`src/rtl/pedestrian_pkg.sv`:
```
// pedestrian_pkg: shared state encoding, default timing constants and widths for the pedestrian request unit.
package pedestrian_pkg;
    localparam logic [1:0] IDLE     = 2'b00;
    localparam logic [1:0] ARMED    = 2'b01;
    localparam logic [1:0] WALKING  = 2'b10;
    localparam logic [1:0] COOLDOWN = 2'b11;
    localparam int DEF_DEBOUNCE_CYCLES = 4;
    localparam int DEF_COOLDOWN_CYCLES = 8;
    localparam int DEF_WALK_COUNT      = 9;
    localparam int CD_W                = 4;
endpackage

```
`src/rtl/pedestrian_request_unit_debouncer.sv`:
```
// button_debouncer: synchronizes the raw button, accepts it after DEBOUNCE_CYCLES stable highs, pulses press once per accepted edge.
module button_debouncer
    import pedestrian_pkg::*;
#(
    parameter int DEBOUNCE_CYCLES = DEF_DEBOUNCE_CYCLES
) (
    input  logic clk,
    input  logic reset,
    input  logic btn,
    output logic level,
    output logic press
);
    logic       sync0, sync1;
    logic [7:0] cnt, cnt_nxt;
    logic       hit;

    // count saturates at the threshold so a held button keeps level high without wrapping
    always_comb begin
        cnt_nxt = !sync1 ? 8'd0 : (cnt == 8'(DEBOUNCE_CYCLES)) ? cnt : cnt + 8'd1;
        hit     = cnt_nxt == 8'(DEBOUNCE_CYCLES);
    end

    always_ff @(posedge clk) begin
        if (reset) begin
            sync0 <= 1'b0;
            sync1 <= 1'b0;
            cnt   <= 8'd0;
            level <= 1'b0;
            press <= 1'b0;
        end else begin
            sync0 <= btn;
            sync1 <= sync0;
            cnt   <= cnt_nxt;
            level <= hit;
            press <= hit && !level;
        end
    end
endmodule

```
`src/rtl/pedestrian_request_unit.sv`:
```
// pedestrian_request_unit: latches debounced crossing requests toward the controller and drives the kerb-side walk indicators.
module pedestrian_request_unit
    import pedestrian_pkg::*;
#(
    parameter int DEBOUNCE_CYCLES = DEF_DEBOUNCE_CYCLES,
    parameter int COOLDOWN_CYCLES = DEF_COOLDOWN_CYCLES,
    parameter int WALK_COUNT      = DEF_WALK_COUNT
) (
    input  logic            clk,
    input  logic            reset,
    input  logic            btn,
    input  logic            walk,
    input  logic            halt,
    output logic            x,
    output logic            wait_lamp,
    output logic [CD_W-1:0] countdown,
    output logic            beep,
    output logic            err
);
    logic [1:0]      state, state_nxt;
    logic [7:0]      cool, cool_nxt;
    logic            pend, pend_nxt;
    logic [CD_W-1:0] cd_nxt;
    logic            level, press, pressed;

    button_debouncer #(.DEBOUNCE_CYCLES(DEBOUNCE_CYCLES)) u_deb (
        .clk   (clk),
        .reset (reset),
        .btn   (btn),
        .level (level),
        .press (press)
    );

    assign pressed = press && level;

    // walk transitions take precedence over cooldown expiry, which takes precedence over a press
    always_comb begin
        state_nxt = state;
        cool_nxt  = cool;
        pend_nxt  = pend;
        cd_nxt    = countdown;
        case (state)
            IDLE: begin
                if (walk) begin
                    state_nxt = WALKING;
                    cd_nxt    = CD_W'(WALK_COUNT);
                end else if (pressed)
                    state_nxt = ARMED;
            end
            ARMED: begin
                if (walk) begin
                    state_nxt = WALKING;
                    cd_nxt    = CD_W'(WALK_COUNT);
                end
            end
            WALKING: begin
                if (walk)
                    cd_nxt = (countdown == '0) ? '0 : countdown - 1'b1;
                else begin
                    state_nxt = COOLDOWN;
                    cd_nxt    = '0;
                    cool_nxt  = 8'(COOLDOWN_CYCLES);
                end
                if (pressed)
                    pend_nxt = 1'b1;
            end
            default: begin
                if (walk) begin
                    state_nxt = WALKING;
                    cd_nxt    = CD_W'(WALK_COUNT);
                    pend_nxt  = 1'b0;
                end else begin
                    cool_nxt = cool - 8'd1;
                    if (cool <= 8'd1) begin
                        state_nxt = (pend || pressed) ? ARMED : IDLE;
                        pend_nxt  = 1'b0;
                    end else if (pressed)
                        pend_nxt = 1'b1;
                end
            end
        endcase
    end

    always_ff @(posedge clk) begin
        if (reset) begin
            state     <= IDLE;
            cool      <= 8'd0;
            pend      <= 1'b0;
            countdown <= '0;
            x         <= 1'b0;
            wait_lamp <= 1'b0;
            beep      <= 1'b0;
            err       <= 1'b0;
        end else begin
            state     <= state_nxt;
            cool      <= cool_nxt;
            pend      <= pend_nxt;
            countdown <= cd_nxt;
            x         <= state_nxt == ARMED;
            wait_lamp <= (state_nxt == ARMED) || (state_nxt == COOLDOWN && pend_nxt);
            beep      <= state_nxt == WALKING;
            err       <= err || (walk == halt);
        end
    end
endmodule

```
`config.mk`:
```
export PLATFORM = sky130hd
export DESIGN_NAME = pedestrian_request_unit
export DESIGN_NICKNAME = d
export VERILOG_FILES = /design/src/rtl/pedestrian_pkg.sv /design/src/rtl/pedestrian_request_unit_debouncer.sv /design/src/rtl/pedestrian_request_unit.sv
export SDC_FILE = /design/constraint.sdc
export NUM_CORES = 1
export LEC_CHECK = 0
export BUFFER_PORTS_ARGS = -buffer_cell sky130_fd_sc_hd__buf_2
export CAP_MARGIN = 20
export CORE_AREA = 2 2 55 57
export DETAILED_ROUTE_END_ITERATION = 6
export DIE_AREA = 0 0 57 59
export PLACE_DENSITY = 0.72
export SLEW_MARGIN = 20
export SYNTH_ARGS = -nofsm -noshare
export SYNTH_HDL_FRONTEND = slang
export SYNTH_SLANG_ARGS = --single-unit
```
`constraint.sdc`:
```
create_clock -name clk -period 3.6 [get_ports clk]
set_input_delay 0.9 -clock clk [delete_from_list [all_inputs] [get_ports clk]]
set_output_delay 0.9 -clock clk [all_outputs]
set_load 0.1 [all_outputs]
```
==> results by group <==
Run
  • Max_cap viols: 0

Floorplan
  • Die X: 57 um
  • Die height: roughly 60 um
  • Die area: 0.00336 sq mm
  • Io pins: 13
  • Initial core utilization: a little over half
  • Core area: 0.00271 sq mm
  • Num rows: 19

Worst setup path
  • Critical-path maximum fanout: 5
  • CP Cell Sequence: buf_2
  • CP Buf/Inv Count: 1
  • CP top delay family: buffers and inverters
  • Worst EP required: about 2.7 ns
  • Crit Path Class: reg2out
  • Arrival @ worst endpoint: 1.19 ns
  • CP peak stage delay: 0.45 ns
  • Flop2flop setup slack: approximately 1.6 ns
  • FF-to-FF Start: u_deb.cnt[0]
  • Setup crit end kind: primary output
  • CP max stage cell: buf_2
  • Reg2reg end: u_deb.press
  • Setup crit start kind: register
  • R2R depth: 7

Pwr
  • Leak pwr: slightly above 0.0006 uW
  • P_sw: between 200 and 250 uW
  • PwrDens: around 430 mW/mm^2
  • Clock power share: 30.5%
  • Flop pwr share: 54.3%
  • Net Sw Frac: 30.2%
  • VDD IR max: approximately 0.00036 V
  • Cell internal pwr: 475 uW
  • Comb power frac: about 15%

STA
  • Final setup fails: 0
  • Worst Skew: 0.00921 ns
  • Max_slew headroom: around 66%
  • RSZ-0062 raised after global routing: false
  • Worst-Margin Slew: between 0.5 and 0.6 ns
  • Max Clk Rate: roughly 480 MHz
  • Final Hold Violating Endpoints: 0
  • Setup_tns: 0 ns
  • Pins Over Slew Limit: 0
  • Final setup margin: roughly 1.5 ns
  • Period utilization: between 50% and 60%
  • Crit path time final: roughly 2.1 ns

Synthesis
  • Yosys cell types: 34
  • Cell count after synthesis: 175
  • Synth Cell Area: 0.00147 sq mm
  • Yosys top cell by area: dfxtp_1
  • Number of synthesized register bits: 31
  • Top cells by area, synth: dfxtp_1, nor2_1, ha_1
  • Mean post-synth cell area: around 8.4 sq um
  • Seq/Total Area, Yosys: 42.3%
  • Synthesis warning total: 0
  • Area share of the largest cell type after synthesis: a little over two fifths
  • Syn Nets: 186

Finish
  • Final instance area: roughly 0.0016 sq mm
  • Non-Filler Instances: between 200 and 250
  • Fin nets: 197
  • Fillers: roughly 260
  • Final cell utilization of the core: 58.3%
  • Ratio of cells with drive above 1 in the final layout: 12.4%
  • Ant diodes: 0
  • Synth-to-layout area growth: 7.76%

Place
  • HPWL after DPL: around 2000 um
  • Placed cell areas: ~0.0015 sq mm
  • PortBufs: 12
  • Placed cells: 210
  • Pre-CTS WS: around 1.4 ns
  • GPL Wtd Cong: a little over 0.8

Global route
  • GR Overflow Total: 0
  • Number of global-route vias before repair: between 1000 and 1500
  • Initial antenna violation count: 0
  • Largest net degree at the start of global routing: 19
  • First-pass GRT wire length: approximately 4700 um
  • Tot GR Track Use: 18.3%

Worst hold path
  • HP Start: u_deb.sync0
  • HP Class: reg2reg
  • Hold depth: 1
  • WHS Endpoint: u_deb.sync1

Clock network
  • CTS Buf Count: 5
  • H-tree level count: 2
  • Hold Buf Count CTS: 0
  • Skew-Pair Late Insertion Delay: between 0.3 and 0.4 ns
  • CTS sink count: 31
  • Post-CTS sizing: 0
  • CTS tree: built
  • Clock Pin Slew Worst Setup and Hold Paths: 0.10 ns
  • CTS Root Cell: clkbuf_4
  • Max Root-Sink Buffers: 2
  • Post-CTS Setup Bufs: 0

Detailed routing
  • Routed vias/inst: between 5 and 6
  • Post-route ant nets: 0
  • DRC viols: 0
  • Number of DRC markers in iteration 0: 45
  • Vias: between 1000 and 1500
  • Final WL: 2720 um
  • Avg WL per Cell: about 13 um
  • Pre-Repair DR Iteration Count: 4

Status
  • Status: completed
flip-flops by register name, indices dropped and copies added (netlist names), 2 cells and up:
name       count
countdown      4
u_deb.cnt      8
state          2
cool           8
final cells by class:
type	count	area (sq um)	share of cell area [%]
repair buffers	12	60.1	3.80
clock inverters	1	5.00	0.317
clock buffers	6	51.3	3.25
well taps	31	38.8	2.45
multi-input cells	125	763	48.3
flip-flops and latches	31	621	39.3
inverters	11	41.3	2.61
power by group through the flow:
stage / registers [uW] / clock network, uW / logic, uW
2_1_floorplan: 411 / 0 / 50.2
3_3_place_gp: 376 / 0 / 100
3_5_place_dp: 377 / 0 / 103
4_1_cts: 369 / 214 / 103
5_1_grt: 372 / 225 / 112
6_report: 369 / 208 / 103
Yosys cell counts (all sizes together):
master,instances
a211oi,1
a21o,1
a21oi,11
a221oi,1
a311oi,1
a31o,1
a31oi,4
and2b,1
buf,3
clkbuf,5
dfxtp,31
ha,6
inv,11
nand2,12
nand2b,4
nand3,6
nand3b,1
nand4,2
nor2,28
nor2b,5
nor3,8
nor3b,4
nor4,2
nor4b,2
o21a,1
o21ai,5
o21bai,1
o31ai,1
or3,2
or4b,1
xnor2,7
xor2,6
layer usage:
layer,routed length [um],global-route usage [%],vias to the layer above
li1,-,-,609
met1,1210,21.5,551
met2,1340,31.0,34
met3,158,6.33,2
met4,17,6.98,0
met5,0,0,-
cells in the final DEF (no fill, tap or decap), types with 6 or more instances in the layout:
master   synthesis  final
a21oi_1         11     11
xor2_1           6      6
inv_1           11     11
buf_2            2     12
nor2_1          28     28
nand2_1         12     12
nand3_1          6      6
nor3_1           8      8
ha_1             6      6
xnor2_1          7      7
dfxtp_1         31     31
metrics by stage:
stage               hold WS (ns)  power (uW)
floorplan                  0.414         461
global placement           0.415         476
detailed placement         0.433         480
CTS                        0.456         687
global route               0.470         709
finish                     0.446         680
worst max-delay path by stage:
stage / endpoint / slack, ns / depth (start not counted) / start
floorplan: countdown[2] / 1.36 / 5 / countdown[0]
global placement: cool[7] / 1.53 / 6 / walk
detailed placement: cool[7] / 1.41 / 6 / walk
CTS: countdown[0] / 1.49 / 1 / countdown[0]
global route: u_deb.level / 1.42 / 7 / u_deb.cnt[0]
finish: countdown[0] / 1.51 / 1 / countdown[0]
logic make-up (layout without fill, tap and decap cells):
kind of cell               after synthesis  in the layout  synth area share, %
AOI/OAI and AO/OA                       28             28                 11.9
xor gates and xnor gates                13             13                 7.76
adders and majority gates                6              6                 5.12
DFF                                     31             31                 42.3
buffers and inverters                   19             30                 5.63
and+or+nand+nor                         78             78                 27.2
No activity file was read; power rests on OpenSTA's default activity.
